==> config.mk <==
export PLATFORM = sky130hd
export DESIGN_NAME = nn_layer_sequencer
export DESIGN_NICKNAME = d
export VERILOG_FILES = /design/src/rtl/nn_seq_pkg.sv /design/src/rtl/nn_wait_timer.sv /design/src/rtl/nn_layer_sequencer.sv
export SDC_FILE = /design/constraint.sdc
export NUM_CORES = 1
export LEC_CHECK = 0
export BUFFER_PORTS_ARGS = -buffer_cell sky130_fd_sc_hd__buf_4
export CORE_UTILIZATION = 45
export CTS_CLUSTER_SIZE = 28
export DETAILED_ROUTE_END_ITERATION = 8
export PLACE_DENSITY_LB_ADDON = 0.05
export SLEW_MARGIN = 10
export SYNTH_ARGS = -nofsm -noshare
export SYNTH_HDL_FRONTEND = slang
export SYNTH_SLANG_ARGS = --single-unit
==> constraint.sdc <==
create_clock -name clk -period 3.2 [get_ports clk]
set_input_delay 0.64 -clock clk [delete_from_list [all_inputs] [get_ports clk]]
set_output_delay 0.64 -clock clk [all_outputs]
set_load 0.02 [all_outputs]
==> src/rtl/nn_seq_pkg.sv <==
// nn_seq_pkg: state encoding and shared helpers for the layer sequencer.
package nn_seq_pkg;
    localparam logic [2:0] ST_IDLE = 3'd0;
    localparam logic [2:0] ST_KICK = 3'd1;
    localparam logic [2:0] ST_WAIT = 3'd2;
    localparam logic [2:0] ST_GAP  = 3'd3;
    localparam logic [2:0] ST_DONE = 3'd4;
    localparam logic [2:0] ST_ERR  = 3'd5;

    typedef enum logic [2:0] {
        IDLE = ST_IDLE,
        KICK = ST_KICK,
        WAIT = ST_WAIT,
        GAP  = ST_GAP,
        DONE = ST_DONE,
        ERR  = ST_ERR
    } state_t;

    // Idle layer select points one past the last real layer.
    function automatic int idle_lsel(input int n_layers);
        return n_layers;
    endfunction
endpackage

==> src/rtl/nn_wait_timer.sv <==
// nn_wait_timer: saturating per-layer wait counter with watchdog compare.
module nn_wait_timer #(
    parameter int TIMEOUT = 1023
) (
    input  logic clk,
    input  logic rst,
    input  logic clr,
    input  logic en,
    output logic expired
);
    localparam int W = (TIMEOUT > 0) ? $clog2(TIMEOUT + 1) : 1;

    logic [W-1:0] cnt;

    always_ff @(posedge clk) begin
        if (rst || clr)
            cnt <= '0;
        else if (en && !(&cnt))
            cnt <= cnt + 1'b1;
    end

    // Fires on the TIMEOUT-th enabled cycle so the caller can still let ready win that cycle.
    assign expired = (TIMEOUT != 0) && en && (32'(cnt) + 32'd1 >= 32'(TIMEOUT));
endmodule

==> src/rtl/nn_layer_sequencer.sv <==
// nn_layer_sequencer: kicks each layer of a parallel neuron array, waits for
// full ready, loads inter-layer registers and finally enables argmax.
module nn_layer_sequencer
    import nn_seq_pkg::*;
#(
    parameter int N_NEURONS = 10,
    parameter int N_LAYERS  = 3,
    parameter int TIMEOUT   = 1023,
    parameter int LSEL_W    = $clog2(N_LAYERS + 1)
) (
    input  logic                 clk,
    input  logic                 rst,
    input  logic                 start_circuit,
    input  logic                 abort,
    input  logic [N_NEURONS-1:0] neuron_ready,
    output logic                 ready_circuit,
    output logic                 busy,
    output logic                 rst_hidden_regs,
    output logic                 start_neurons,
    output logic [LSEL_W-1:0]    layer_sel,
    output logic [N_LAYERS-2:0]  ld_layer,
    output logic                 en_max,
    output logic                 done,
    output logic                 timeout_err
);
    localparam int LD_W = N_LAYERS - 1;

    state_t            state;
    logic [LSEL_W-1:0] lyr;
    logic              all_rdy;
    logic              last;
    logic              hit;
    logic              fin;

    assign all_rdy = &neuron_ready;
    assign last    = lyr == LSEL_W'(N_LAYERS - 1);
    // Abort suppresses every strobe in the cycle it is seen.
    assign fin     = state == WAIT && all_rdy && !abort;

    assign ready_circuit   = state == IDLE;
    assign busy            = state != IDLE;
    assign start_neurons   = state == KICK && !abort;
    assign rst_hidden_regs = start_neurons && lyr == '0;
    assign layer_sel       = ready_circuit ? LSEL_W'(idle_lsel(N_LAYERS)) : lyr;
    assign ld_layer        = (fin && !last) ? LD_W'(1) << lyr : '0;
    assign en_max          = fin && last;
    assign done            = state == DONE && !abort;

    nn_wait_timer #(.TIMEOUT(TIMEOUT)) u_timer (
        .clk     (clk),
        .rst     (rst),
        .clr     (state == KICK),
        .en      (state == WAIT),
        .expired (hit)
    );

    always_ff @(posedge clk) begin
        if (rst) begin
            state       <= IDLE;
            lyr         <= '0;
            timeout_err <= 1'b0;
        end else if (abort && state != IDLE) begin
            state <= IDLE;
        end else begin
            case (state)
                IDLE: if (start_circuit) begin
                    state       <= KICK;
                    lyr         <= '0;
                    timeout_err <= 1'b0;
                end
                KICK: state <= WAIT;
                WAIT: if (all_rdy) begin
                    state <= last ? DONE : GAP;
                end else if (hit) begin
                    state       <= ERR;
                    timeout_err <= 1'b1;
                end
                GAP: begin
                    lyr   <= lyr + 1'b1;
                    state <= KICK;
                end
                default: state <= IDLE;
            endcase
        end
    end
endmodule

======== Word level (Yosys, flattened, before mapping) ========
Index checks and enable logic that the tools add are counted.
cells by class
  $add $sub $neg .......................... 3
  magnitude comparators ................... 1
  eq/ne operators ......................... 9
  shift operators ......................... 1
  muxes and demuxes ....................... 13
  bitwise logic cells ..................... 1
  reduce and logical (&&, ||, !) cells .... 25
operators by type and width
  kind                     number
  $ge A32 B10 Y1 const B   1
  $reduce_and A10 Y1       2
  $mux W3                  4
  $pmux W3 S4              1
  $add A10 B1 Y11 const B  1
  $add A10 B1 Y10 const B  1
  $logic_and A1 B1 Y1      10
  $eq A3 B2 Y1 const B     2
  $mux W2                  3
  $ne A2 B2 Y1 const B     3
  $reduce_and A5 Y1        1
  $pmux W2 S2              1
  $reduce_bool A2 Y1       2
  $eq A3 B1 Y1 const B     1
  $eq A3 B3 Y1 const B     1
  $logic_not A1 Y1         3
  $logic_not A3 Y1         1
  $mux W1                  3
  $ne A3 B3 Y1 const B     1
  $reduce_and A3 Y1        1
  $reduce_bool A3 Y1       1
  $add A2 B1 Y2 const B    1
  $eq A2 B2 Y1 const B     1
  $logic_not A2 Y1         1
  other kinds (6)          6
word-level totals
  register bits ........................... 16
  bits of input ports ..................... 14
  output and inout bits ................... 11
  word-level logic and storage cells ...... 57

======== Depth between registers and ports, before layout ========
Gate-level depths: netlist (run 1).
  depth in word-level cells ............... 6
  gate-level depth with buffers ........... 7

======== Cells and area by module ========
From an unflattened synthesis (run 1), not the netlist that was laid out.
second synthesis, totals
  cells, all modules ...................... 136
  area total of the unflattened synthesis .. 1162.4 um^2
by module, submodules not included
  module              times used  cells each  area each (um^2)
  nn_wait_timer       1           78          670.6
  nn_layer_sequencer  1           58          491.7

======== Least setup slack after synthesis (run 1) ========
OpenSTA, ideal clock, no wires.
  path kind ............................... input to output
  start point ............................. input port neuron_ready[6]
  end point ............................... output port en_max
  data arrival time ....................... 1.730 ns
  data required time ...................... 2.560 ns
  path slack .............................. 0.830 ns
  stages on the path ...................... 4
  cell sequence ........................... nand4_1 > or3_1 > clkbuf_1 > nor3b_1
on the way
  word-level cells in the longest chain between the ends .. 4
RTL lines
  element                            RTL line                  source
  start, declared                    nn_layer_sequencer.sv:15  input logic [N_NEURONS-1:0] neuron_ready,
  $reduce_and A10 Y1                 nn_layer_sequencer.sv:35  assign all_rdy = &neuron_ready;
  $logic_and A1 B1 Y1 (2 in series)  nn_layer_sequencer.sv:38  assign fin = state == WAIT && all_rdy && !abort;
  $logic_and A1 B1 Y1                nn_layer_sequencer.sv:46  assign en_max = fin && last;
  end, declared                      nn_layer_sequencer.sv:22  output logic en_max,
No other way between the ends.

======== Worst setup path in the final report (run 1) ========
  start point ............................. input port neuron_ready[6]
  end point ............................... output port ld_layer[1]
on the way
  word-level cells in the longest chain between the ends .. 5
RTL lines
  element                            RTL line                  source
  $reduce_and A10 Y1                 nn_layer_sequencer.sv:35
  $logic_and A1 B1 Y1 (2 in series)  nn_layer_sequencer.sv:38
  $logic_and A1 B1 Y1                nn_layer_sequencer.sv:45  assign ld_layer = (fin && !last) ? LD_W'(1) << lyr : '0;
  $mux W2                            nn_layer_sequencer.sv:45
  end, declared                      nn_layer_sequencer.sv:21  output logic [N_LAYERS-2:0] ld_layer,
No other way between the ends.

==> reports/metrics.json, run 1 <==
{
  "outcome": "complete, no violations",
  "most_common_cell_after_layout_fill_and_taps_aside": "sky130_fd_sc_hd__buf_4",
  "total_power_mw": 0.420,
  "clock-root-buffer": "sky130_fd_sc_hd__clkbuf_4",
  "grt_pass1_vias": 910,
  "final-max-slew-violation-count": 0,
  "num-fill-cells": 216,
  "hold_path_class": "flop to flop",
  "clk_pin_slew_worst_paths_ps": 90,
  "clkLatencyLatePin_ps": 290,
  "r2r.worst_path.cells": 5,
  "drv.max_cap_violation_count": 0,
  "critical_r2r_capture": "state[1]",
  "worstPathRequired_ps": 2560,
  "clock_sink_count": 16,
  "synth.yosys.warnings": 0,
  "ctsResizeCount": 0,
  "vdd.ir_drop.worst_uv": 194,
  "static-leakage-power_nw": 0.467,
  "max-slew-margin-rel_pct": 45.7,
  "cpMostUsedCell": "sky130_fd_sc_hd__buf_4",
  "final_antenna_net_count": 0,
  "critical_path.max_fanout": 7,
  "multi_input_area_um2": 682,
  "synth_enable_flop_cells": 0,
  "initial_antenna_violation_count": 0,
  "fraction_of_final_layout_cells_sized_beyond_drive_strength_1_pct": 23.7,
  "timing.final.crit_period_ps": 2440,
  "drc": 0,
  "synth.cell_area_mm2": 0.00106,
  "max_freq_mhz": 410,
  "post_cts_buffers": 0,
  "pwr_cell_area_mw_per_mm2": 331,
  "worst_path_largest_cell_delay_ps": 450,
  "drt_pre_antenna_iters": 4,
  "seq_area_frac_synth_pct": 30.3,
  "hp-start": "timeout_err",
  "synth.avg_cell_area_um2": 8.19,
  "io_buffer_count": 24,
  "r2r_start": "u_timer.cnt[2]",
  "fp.dieArea_mm2": 0.00254,
  "vias": 991,
  "setup.worst_path.start_class": "input pin",
  "dieWidth_um": 50.4,
  "fp-row-count": 17,
  "hold_violations": 0,
  "vias_per_cell": 5.51,
  "asr_flop_ratio_synth_pct": 0,
  "unrepaired_setup_endpoints_after_global_routing": "no",
  "grt_max_degree": 11,
  "mostFrequentLayoutCells": "24 x sky130_fd_sc_hd__buf_4, 16 x sky130_fd_sc_hd__nand2_1, 16 x sky130_fd_sc_hd__dfxtp_1",
  "critPathSlowestCell": "sky130_fd_sc_hd__or3_1",
  "setup_violations": 0,
  "global_route_wire_length_before_repair_mm": 3.70,
  "rrSetupSlack_ps": 1100,
  "ys_dominant_reg_cell": "sky130_fd_sc_hd__dfxtp_1",
  "timing.setup.critical_path_class": "input pin to output port",
  "globalplace.congestion": 0.803,
  "cts_buffers": 3,
  "hold_critical_path_depth": 2,
  "antenna_cells": 0,
  "flops_latches_synth": 16,
  "clock_path_buffers": 2,
  "netlist_instances": 129,
  "num-nets-final": 173,
  "fin_setup_tns_ps": 0,
  "netlist-cell-type-count": 40,
  "cts_hold_repair.buffers": 0,
  "dieHeight_um": 50.4,
  "drt_wl_total_mm": 2.14,
  "gr-total-overflow": 0,
  "coreArea_mm2": 0.00221,
  "post_drt_wl_per_cell_um": 11.9,
  "timing.critical_path.cells": "buf_4 > nand4_1 > or3_1 > nor3b_1 > and2_1 > buf_4",
  "skew_ps": 6.65,
  "end_kind": "output port",
  "min_period_over_period_pct": 76.2,
  "cts_htree_levels": 1,
  "dp.final_hpwl_mm": 1.59,
  "flow.area_growth_from_synthesis_pct": 20.3,
  "ios": 25,
  "cp_data_arrival_time_ps": 1800,
  "worst_slew_pin_slew_ps": 813,
  "syn-num-nets": 148,
  "gr-usage-all-layers_pct": 19.0,
  "starting_density_of_the_core_pct": 47.7,
  "seqCellArea_um2": 320,
  "dr.first_iter.drc_count": 20,
  "min_to": "timeout_err",
  "clock_tree_from_tritoncts": "yes"
}
-- per-stage QoR --
stage	util (%)	instance area (um^2)	hold slack [ps]	cells	worst slack, ps
after global routing	57.4	1270	515	180	657
after global placement	56.4	1250	471	177	804
after detailed placement	56.4	1250	478	177	762
final	57.4	1270	486	180	763
after CTS	57.4	1270	491	180	754
after floorplan	-	1060	479	129	830
-- registers in the layout, indices dropped and copies added, names as in the netlist --
name / count
u_timer.cnt: 10
state: 3
lyr: 2
timeout_err: 1
-- how the worst max path moves through the flow --
stage                        endpoint  depth (start not counted)  slack [ps]            start
after CTS                 ld_layer[1]                          6         750  neuron_ready[6]
after global routing      ld_layer[1]                          6         660  neuron_ready[7]
after floorplan                en_max                          4         830  neuron_ready[6]
after detailed placement  ld_layer[1]                          6         760  neuron_ready[6]
after global placement    ld_layer[1]                          6         800  neuron_ready[6]
final                     ld_layer[1]                          6         760  neuron_ready[6]
-- power breakdown --
| group | switching, mW | internal, mW |
|---|---|---|
| clock | 0.0632 | 0.0437 |
| combinational | 0.0556 | 0.0456 |
| sequential | 0.00771 | 0.204 |
-- critical path: cells and delay by family --
family	cells	cell delay [ps]
buffers and inverters	2	200
and+or+nand+nor	4	940
-- per-layer routing --
layer / track usage [%] / share of wire, % / wire length [um]
met5: 0 / 0 / 0
met2: 30.0 / 47 / 996
met1: 24.3 / 48 / 1020
met3: 3.64 / 4.8 / 102
met4: 10.2 / 0.66 / 14
-- kinds of logic (layout without fill, tap and decap cells) --
group | Yosys count | count (layout) | share of synthesized area, %
DFF | 16 | 16 | 30.3
adders and majority gates | 5 | 5 | 5.92
xor gates and xnor gates | 7 | 7 | 5.81
and+or+nand+nor | 65 | 65 | 33.4
buffers and inverters | 12 | 35 | 5.09
muxes | 2 | 2 | 1.90
AOI/OAI and AO/OA | 22 | 22 | 17.5
-- area by class of cell --
class	count	share of cell area [%]
clock buffers	3	1.77
flip-flops and latches	16	25.2
inverters	8	2.36
well taps	28	2.76
repair buffers	24	14.2
multi-input cells	101	53.7
-- cells in the mapped netlist, types with 2 or more instances --
cell type	count	area share [%]
sky130_fd_sc_hd__nor3b_1	4	2.8
sky130_fd_sc_hd__xor2_1	5	4.1
sky130_fd_sc_hd__nor2_1	11	3.9
sky130_fd_sc_hd__ha_1	5	5.9
sky130_fd_sc_hd__xnor2_1	2	1.7
sky130_fd_sc_hd__clkbuf_1	2	0.71
sky130_fd_sc_hd__nor3_1	9	4.3
sky130_fd_sc_hd__nand4_1	5	3.0
sky130_fd_sc_hd__or3_1	2	1.2
sky130_fd_sc_hd__a21oi_1	3	1.4
sky130_fd_sc_hd__nand2_1	16	5.7
sky130_fd_sc_hd__dfxtp_1	16	30
sky130_fd_sc_hd__nand2b_1	5	3.0
sky130_fd_sc_hd__nand3_1	4	1.9
sky130_fd_sc_hd__o21ai_0	2	0.95
sky130_fd_sc_hd__a211oi_1	3	2.1
sky130_fd_sc_hd__and2_1	3	1.8
sky130_fd_sc_hd__mux2i_1	2	1.9
sky130_fd_sc_hd__o31ai_1	2	1.4
sky130_fd_sc_hd__inv_1	8	2.8
Note: power is estimated with default switching activity, not from simulation.
==> run 2: changes to the inputs <==
- clock period: 3.2 -> 2.2 ns (I/O delays scaled with it)
==> run 2 against run 1 <==
  * Routed wire length up 3.7%
  * Sequential power up 45%
  * Global-route usage up 0.68 points
  * Flip-flop and latch count unchanged
  * Sequential share of layout area down 1.2 points
  * Register-to-register slack worse by 910 ps
  * Worst hold slack worse by 140 ps
  * Critical path depth unchanged
  * Count of clock-buffer cells in the layout up 1
  * Setup slack worse by 580 ps
  * Clock skew up 0.74 ps
==> reports/metrics.json, run 2 (synthesis results as in run 1) <==
{
  "drc": {"value": 0, "change": "unchanged"},
  "largestRegisters": "u_timer.cnt (10), state (3), lyr (2)",
  "clock-root-buffer": "sky130_fd_sc_hd__clkbuf_4",
  "drt_wl_total": {"value": 2.22, "unit": "mm", "change": "+3.7%"},
  "cpMostUsedCell": "sky130_fd_sc_hd__buf_4",
  "unrepaired_setup_endpoints_after_global_routing": "no",
  "fin_setup_tns": {"value": 0, "unit": "ps", "change": "unchanged"},
  "final_antenna_net_count": {"value": 0, "change": "unchanged"},
  "starting_density_of_the_core": {"value": 47.7, "unit": "%", "change": "unchanged"},
  "end_kind": "output port",
  "met2_layer_usage_reported_by_global_route": {"value": 36.4, "unit": "%", "change": "+6.4 points"},
  "grt_max_degree": {"value": 11, "change": "unchanged"},
  "setup.worst_path.start_class": "input pin",
  "skew": {"value": 7.38, "unit": "ps", "change": "+0.735 ps"},
  "r2r_start": "u_timer.cnt[1]",
  "hp-start": "rst",
  "hold_path_class": "input pin to flop",
  "clock_path_buffers": {"value": 2, "change": "unchanged"},
  "coreArea": {"value": 0.00221, "unit": "mm^2", "change": "unchanged"},
  "seqCellArea": {"value": 320, "unit": "um^2", "change": "unchanged"},
  "dr.first_iter.drc_count": {"value": 16, "change": "-20%"},
  "timing.critical_path.cells": "buf_4 > nand4_1 > or3_1 > nor3b_1 > and2_1 > buf_4",
  "dieWidth": {"value": 50.4, "unit": "um", "change": "unchanged"},
  "hold_critical_path_depth": {"value": 2, "change": "unchanged"},
  "clock_tree_from_tritoncts": "yes",
  "cts_buffers": {"value": 3, "change": "unchanged"},
  "multi_input_area": {"value": 687, "unit": "um^2", "change": "+0.73%"},
  "vias": {"value": 990, "change": "-0.10%"},
  "critical_r2r_capture": "state[1]",
  "ctsResizeCount": {"value": 0, "change": "unchanged"},
  "hold_violations": {"value": 0, "change": "unchanged"},
  "r2r.worst_path.cells": {"value": 5, "change": "unchanged"},
  "initial_antenna_violation_count": {"value": 0, "change": "unchanged"},
  "most_common_cell_after_layout_fill_and_taps_aside": "sky130_fd_sc_hd__buf_4",
  "mostFrequentLayoutCells": "30 x sky130_fd_sc_hd__buf_4, 16 x sky130_fd_sc_hd__nand2_1, 16 x sky130_fd_sc_hd__dfxtp_1",
  "max_freq_mhz": 497,
  "fraction_of_final_layout_cells_sized_beyond_drive_strength_1": {"value": 27.7, "unit": "%", "change": "+4.0 points"},
  "critical_path.max_fanout": {"value": 7, "change": "unchanged"},
  "fp-row-count": {"value": 17, "change": "unchanged"},
  "min_to": "lyr[1]",
  "num-nets-final": {"value": 179, "change": "+3.5%"},
  "max-slew-margin-rel": {"value": 75.7, "unit": "%", "change": "+30 points"},
  "final-max-slew-violation-count": {"value": 0, "change": "unchanged"},
  "dieHeight": {"value": 50.4, "unit": "um", "change": "unchanged"},
  "top_usage_layer": "met2",
  "global_route_wire_length_before_repair": {"value": 3.84, "unit": "mm", "change": "+3.7%"},
  "clock_sink_count": {"value": 16, "change": "unchanged"},
  "setup_violations": {"value": 0, "change": "unchanged"},
  "cts_hold_repair.buffers": {"value": 0, "change": "unchanged"},
  "timing.final.crit_period_ps": 2010,
  "num-fill-cells": {"value": 201, "change": "-6.9%"},
  "worst_path_largest_cell_delay": {"value": 450, "unit": "ps", "change": "about the same"},
  "rrSetupSlack": {"value": 190, "unit": "ps", "change": "-910 ps"},
  "drt_pre_antenna_iters": {"value": 4, "change": "unchanged"},
  "clkLatencyLatePin": {"value": 290, "unit": "ps", "change": "about the same"},
  "flow.area_growth_from_synthesis_pct": 26.3,
  "grtUsageMet1": {"value": 21.5, "unit": "%", "change": "-2.8 points"},
  "antenna_cells": {"value": 0, "change": "unchanged"},
  "post_cts_buffers": {"value": 0, "change": "unchanged"},
  "post_drt_wl_per_cell": {"value": 11.9, "unit": "um", "change": "-0.14%"},
  "min_period_over_period_pct": 91.5,
  "clk_pin_slew_worst_paths": {"value": 90, "unit": "ps", "change": "about the same"},
  "use_met3": {"value": 4.55, "unit": "%", "change": "+0.91 points"},
  "placement_stage_worst_setup_slack": {"value": 186, "unit": "ps", "change": "-576 ps"},
  "top_register": "u_timer.cnt",
  "vdd.ir_drop.worst": {"value": 396, "unit": "uV", "change": "+100%"},
  "pwr_cell_area": {"value": 496, "unit": "mW/mm^2", "change": "+50%"},
  "fp.dieArea": {"value": 0.00254, "unit": "mm^2", "change": "unchanged"},
  "worstPathRequired": {"value": 1760, "unit": "ps", "change": "-800 ps"},
  "finish.cell_count_without_fillers": {"value": 187, "change": "+3.9%"},
  "timing.setup.critical_path_class": "input pin to output port",
  "vias_per_cell": {"value": 5.29, "change": "-3.8%"},
  "io_buffer_count": {"value": 24, "change": "unchanged"},
  "max_reg_flops": {"value": 10, "change": "unchanged"},
  "grt_pass1_vias": {"value": 956, "change": "+5.1%"},
  "dp.final_hpwl": {"value": 1.70, "unit": "mm", "change": "+7.0%"},
  "gr-total-overflow": {"value": 0, "change": "unchanged"},
  "outcome": "complete, no violations",
  "ios": {"value": 25, "change": "unchanged"},
  "critPathSlowestCell": "sky130_fd_sc_hd__or3_1",
  "gr-usage-all-layers": {"value": 19.7, "unit": "%", "change": "+0.68 points"},
  "worst_slew_pin_slew": {"value": 362, "unit": "ps", "change": "-451 ps"},
  "static-leakage-power": {"value": 0.505, "unit": "nW", "change": "+8.1%"},
  "drv.max_cap_violation_count": {"value": 0, "change": "unchanged"},
  "globalplace.congestion": {"value": 0.808, "change": "+0.59%"},
  "layout_setup_ws": {"value": 187, "unit": "ps", "change": "-576 ps"},
  "cp_data_arrival_time": {"value": 1570, "unit": "ps", "change": "-230 ps"},
  "place.detailed.instances": {"value": 183, "change": "+3.4%"},
  "cts_htree_levels": {"value": 1, "change": "unchanged"}
}
-- run 2: stage by stage --
stage	power (mW)	cell area [um^2]	utilization (%)	hold slack [ps]
after global placement	0.473	1290	58.4	469
final	0.661	1330	60.3	343
after detailed placement	0.473	1290	58.4	477
after CTS	0.663	1330	60.1	340
after global routing	0.698	1330	60.3	332
after floorplan	0.399	1060	-	479
-- run 2: final cells by class --
class	count	share of cell area, %
Tap cell	28	2.63
Timing Repair Buffer	30	16.9
Sequential cell	16	24.0
Clock buffer	4	2.72
Inverter	8	2.25
Multi-Input combinational cell	101	51.5
-- run 2: layer usage --
layer	vias to the layer above	part of all wire, %
met3	4	4.5
met4	0	1.4
li1	516	-
met1	439	45
met5	-	0
met2	31	49
-- run 2: how the worst max path moves through the flow --
stage	startpoint	end	slack [ps]	cells after the start
after floorplan	state[2]	layer_sel[0]	40	4
after global placement	neuron_ready[6]	ld_layer[1]	200	6
after detailed placement	neuron_ready[6]	ld_layer[0]	190	6
after CTS	state[1]	ld_layer[0]	120	5
after global routing	state[1]	ld_layer[0]	50	5
final	neuron_ready[6]	ld_layer[0]	190	6
-- run 2: critical path: cells and delay by family --
kind	cells	cell delay, ps
and+or+nand+nor	4	920
buffers and inverters	2	210
-- run 2: power by group --
group          internal (mW)  switching [mW]
clock                  0.101          0.0932
sequential             0.297          0.0111
combinational         0.0767          0.0826
total                  0.474           0.187
==> run 3: changes to the inputs <==
- CORE_UTILIZATION: 45 -> 48
- PLACE_DENSITY: unset -> 0.75
- PLACE_DENSITY_LB_ADDON: 0.05 -> unset
- SYNTH_HIERARCHICAL: unset -> 1
==> run 3 against run 2 <==
  * Cell area rose by 4.7%
  * Flip-flop and latch count is the same
  * Critical path type is now flop to output port
  * Register-to-register slack improved by 40 ps
  * Routed wire length is 21% higher
  * Count of clock-buffer cells in the layout down 1
  * Highest routed layer unchanged
  * Largest power group unchanged
  * Worst hold slack better by 25 ps
  * Combinational power shrank 41%
  * Global-route usage is 2.4 points higher
  * Largest cell class unchanged
  * Critical endpoint unchanged
==> reports/metrics.json, run 3 <==
{
  "vias": {"value": 1126, "change": "+14%"},
  "hold_violations": {"value": 0, "change": "unchanged"},
  "ctsResizeCount": {"value": 0, "change": "unchanged"},
  "post_drt_wl_per_cell": {"value": 14.2, "unit": "um", "change": "+20%"},
  "skew": {"value": 0.969, "unit": "ps", "change": "-6.41 ps"},
  "gr-usage-all-layers": {"value": 22.1, "unit": "%", "change": "+2.4 points"},
  "flops_latches_synth": {"value": 16, "change": "unchanged"},
  "netlist_instances": {"value": 136, "change": "+5.4%"},
  "io_buffer_count": {"value": 24, "change": "unchanged"},
  "vias_per_cell": {"value": 5.96, "change": "+13%"},
  "clock-root-buffer": "sky130_fd_sc_hd__clkbuf_4",
  "synth.yosys.warnings": {"value": 6, "change": "+6"},
  "synth.top_cells.by_count": "16 x sky130_fd_sc_hd__dfxtp_1, 11 x sky130_fd_sc_hd__nor2_1, 9 x sky130_fd_sc_hd__nand2_1, 7 x sky130_fd_sc_hd__inv_1, 6 x sky130_fd_sc_hd__nor3_1",
  "mostFrequentLayoutCells": "31 x sky130_fd_sc_hd__buf_4, 16 x sky130_fd_sc_hd__dfxtp_1, 11 x sky130_fd_sc_hd__nor2_1",
  "drc": {"value": 0, "change": "unchanged"},
  "most_common_cell_after_layout_fill_and_taps_aside": "sky130_fd_sc_hd__buf_4",
  "max-slew-margin-rel": {"value": 75.7, "unit": "%", "change": "about the same"},
  "static-leakage-power": {"value": 0.542, "unit": "nW", "change": "+7.3%"},
  "ios": {"value": 25, "change": "unchanged"},
  "dieHeight": {"value": 51.2, "unit": "um", "change": "+1.5%"},
  "clock_path_buffers": {"value": 2, "change": "unchanged"},
  "r2r.worst_path.cells": {"value": 8, "change": "+3"},
  "clk_pin_slew_worst_paths": {"value": 90, "unit": "ps", "change": "about the same"},
  "internal_power": {"value": 0.403, "unit": "mW", "change": "-15%"},
  "holdWs": {"value": 368, "unit": "ps", "change": "+24.6 ps"},
  "dieWidth": {"value": 51.2, "unit": "um", "change": "+1.5%"},
  "vdd.ir_drop.worst": {"value": 383, "unit": "uV", "change": "-3.5%"},
  "yosys_top_cell_area_share": {"value": 27.6, "unit": "%", "change": "-2.8 points"},
  "unrepaired_setup_endpoints_after_global_routing": "no",
  "outcome": "complete, no violations",
  "power_frac_clock": {"value": 28.0, "unit": "%", "change": "-1.4 points"},
  "worstPathRequired": {"value": 1760, "unit": "ps", "change": "about the same"},
  "cts_htree_levels": {"value": 1, "change": "unchanged"},
  "fraction_of_final_layout_cells_sized_beyond_drive_strength_1": {"value": 29.8, "unit": "%", "change": "+2.1 points"},
  "timing.setup.critical_path_class": "flop to output port",
  "timing.final.crit_period": {"value": 2080, "unit": "ps", "change": "+70.7 ps"},
  "max_reg_flops": {"value": 10, "change": "unchanged"},
  "dr.first_iter.drc_count": {"value": 68, "change": "+52"},
  "setup_violations": {"value": 0, "change": "unchanged"},
  "starting_density_of_the_core": {"value": 51.6, "unit": "%", "change": "+3.8 points"},
  "end_kind": "output port",
  "cp_data_arrival_time": {"value": 1640, "unit": "ps", "change": "+70 ps"},
  "max_freq": {"value": 480, "unit": "MHz", "change": "-3.4%"},
  "fp-row-count": {"value": 17, "change": "unchanged"},
  "flow.area_growth_from_synthesis_pct": 20.1,
  "dp.final_hpwl": {"value": 2.01, "unit": "mm", "change": "+19%"},
  "top_register": "u_timer/cnt",
  "antenna_cells": {"value": 0, "change": "unchanged"},
  "place.detailed.instances": {"value": 186, "change": "+1.6%"},
  "netlist-cell-type-count": {"value": 51, "change": "+28%"},
  "min_period_over_period": {"value": 94.7, "unit": "%", "change": "+3.2 points"},
  "final_antenna_net_count": {"value": 0, "change": "unchanged"},
  "clock_sink_count": {"value": 16, "change": "unchanged"},
  "critical_path.max_fanout": {"value": 13, "change": "+6"},
  "yosysTopAreaCell": "sky130_fd_sc_hd__dfxtp_1",
  "initial_antenna_violation_count": {"value": 0, "change": "unchanged"},
  "seqPwrFrac": {"value": 54.7, "unit": "%", "change": "+8.2 points"},
  "post_cts_buffers": {"value": 0, "change": "unchanged"},
  "switching_share": {"value": 25.9, "unit": "%", "change": "-2.4 points"},
  "coreArea": {"value": 0.00225, "unit": "mm^2", "change": "+1.9%"},
  "fp.dieArea": {"value": 0.00262, "unit": "mm^2", "change": "+3.1%"},
  "seq_area_frac_synth": {"value": 27.6, "unit": "%", "change": "-2.8 points"},
  "asr_flop_ratio_synth": {"value": 0, "unit": "%", "change": "unchanged"},
  "synth.avg_cell_area": {"value": 8.55, "unit": "um^2", "change": "+4.4%"},
  "grt_pass1_vias": {"value": 1046, "change": "+9.4%"},
  "largestRegisters": "u_timer/cnt (10), state (3), lyr (2)",
  "drt_wl_total": {"value": 2.68, "unit": "mm", "change": "+21%"},
  "ys_dominant_reg_cell": "sky130_fd_sc_hd__dfxtp_1",
  "fin_setup_tns": {"value": 0, "unit": "ps", "change": "unchanged"},
  "globalplace.congestion": {"value": 0.852, "change": "+5.4%"},
  "synth.most_common_cell": "sky130_fd_sc_hd__dfxtp_1",
  "clock_tree_from_tritoncts": "yes",
  "num-fill-cells": {"value": 205, "change": "+2.0%"},
  "num-nets-final": {"value": 182, "change": "+1.7%"},
  "global_route_wire_length_before_repair": {"value": 4.40, "unit": "mm", "change": "+15%"},
  "finish.cell_count_without_fillers": {"value": 189, "change": "+1.1%"},
  "pwr_cell_area": {"value": 390, "unit": "mW/mm^2", "change": "-21%"},
  "post_synth_main_area_contributors": "sky130_fd_sc_hd__dfxtp_1 28%, sky130_fd_sc_hd__ha_1 5.4%, sky130_fd_sc_hd__mux2i_1 4.3%",
  "drv.max_cap_violation_count": {"value": 0, "change": "unchanged"},
  "drt_pre_antenna_iters": {"value": 5, "change": "+1"},
  "hold_critical_path_depth": {"value": 2, "change": "unchanged"},
  "cts_hold_repair.buffers": {"value": 0, "change": "unchanged"},
  "gr-total-overflow": {"value": 0, "change": "unchanged"},
  "grt_max_degree": {"value": 14, "change": "+3"},
  "synth.cell_area": {"value": 0.00116, "unit": "mm^2", "change": "+10%"},
  "clkLatencyLatePin": {"value": 280, "unit": "ps", "change": "about the same"},
  "hold_path_class": "input pin to flop",
  "synth_enable_flop_cells": {"value": 0, "change": "unchanged"},
  "netsw": {"value": 0.141, "unit": "mW", "change": "-25%"},
  "setup.worst_path.start_class": "flop",
  "combinationalPowerShare": {"value": 17.3, "unit": "%", "change": "-6.8 points"},
  "worst_slew_pin_slew": {"value": 361, "unit": "ps", "change": "-0.620 ps"},
  "syn-num-nets": {"value": 155, "change": "+4.7%"},
  "cts_buffers": {"value": 3, "change": "unchanged"},
  "final-max-slew-violation-count": {"value": 0, "change": "unchanged"}
}
==> run 3: stage by stage <==
| stage | worst slack [ps] | area (um^2) | power [mW] | utilization, % |
|---|---|---|---|---|
| after floorplan | 249 | 1160 | 0.356 | - |
| after global routing | 11.3 | 1400 | 0.568 | 61.9 |
| after global placement | 270 | 1370 | 0.396 | 60.9 |
| after CTS | 103 | 1400 | 0.546 | 61.9 |
| final | 117 | 1400 | 0.544 | 61.9 |
| after detailed placement | 235 | 1370 | 0.399 | 60.9 |
==> run 3: layer usage <==
layer  wire length, um  track usage, %  up-vias
met2              1410            40.6       39
met4                26            10.4        0
met3               120            2.98        6
li1                  -               -      548
met5                 0               0        -
met1              1130            24.9      533
==> run 3: power groups by stage <==
| stage | clock network [mW] | logic, mW | registers, mW |
|---|---|---|---|
| after CTS | 0.154 | 0.0941 | 0.298 |
| after floorplan | 0 | 0.0545 | 0.301 |
| after global placement | 0 | 0.0917 | 0.304 |
| after detailed placement | 0 | 0.0939 | 0.305 |
| after global routing | 0.168 | 0.101 | 0.299 |
| final | 0.152 | 0.0941 | 0.298 |
==> run 3: area by class of cell <==
cell class	instances	area (um^2)	share of cell area, %
Multi-Input combinational cell	104	759	54.4
Tap cell	28	35.0	2.51
Timing Repair Buffer	31	233	16.7
Sequential cell	16	320	22.9
Inverter	7	26.3	1.88
Clock buffer	3	22.5	1.61
==> run 3: cell families after synthesis <==
logic type	Yosys count	share of synthesized area [%]
and+or+nand+nor	69	36.8
AOI/OAI and AO/OA	19	14.3
buffers and inverters	16	7.10
DFF	16	27.6
xor gates and xnor gates	6	4.52
muxes	5	4.31
adders and majority gates	5	5.38
==> run 3: final timing paths <==
| check | startpoint | endpoint | slack [ps] |
|---|---|---|---|
| hold reg to reg | timeout_err | timeout_err | 470 |
| setup reg to reg | u_timer/cnt[0] | state[0] | 230 |
| hold / removal | rst | lyr[1] | 370 |
| setup / recovery | state[0] | ld_layer[0] | 120 |
==> run 3: worst max-delay path, cell delays in order, from the launching register on <==
cell and delay, ps:
sky130_fd_sc_hd__dfxtp_1 420, sky130_fd_sc_hd__or3_1 470, sky130_fd_sc_hd__nor3_2 190, sky130_fd_sc_hd__and2_1 150, sky130_fd_sc_hd__buf_4 130
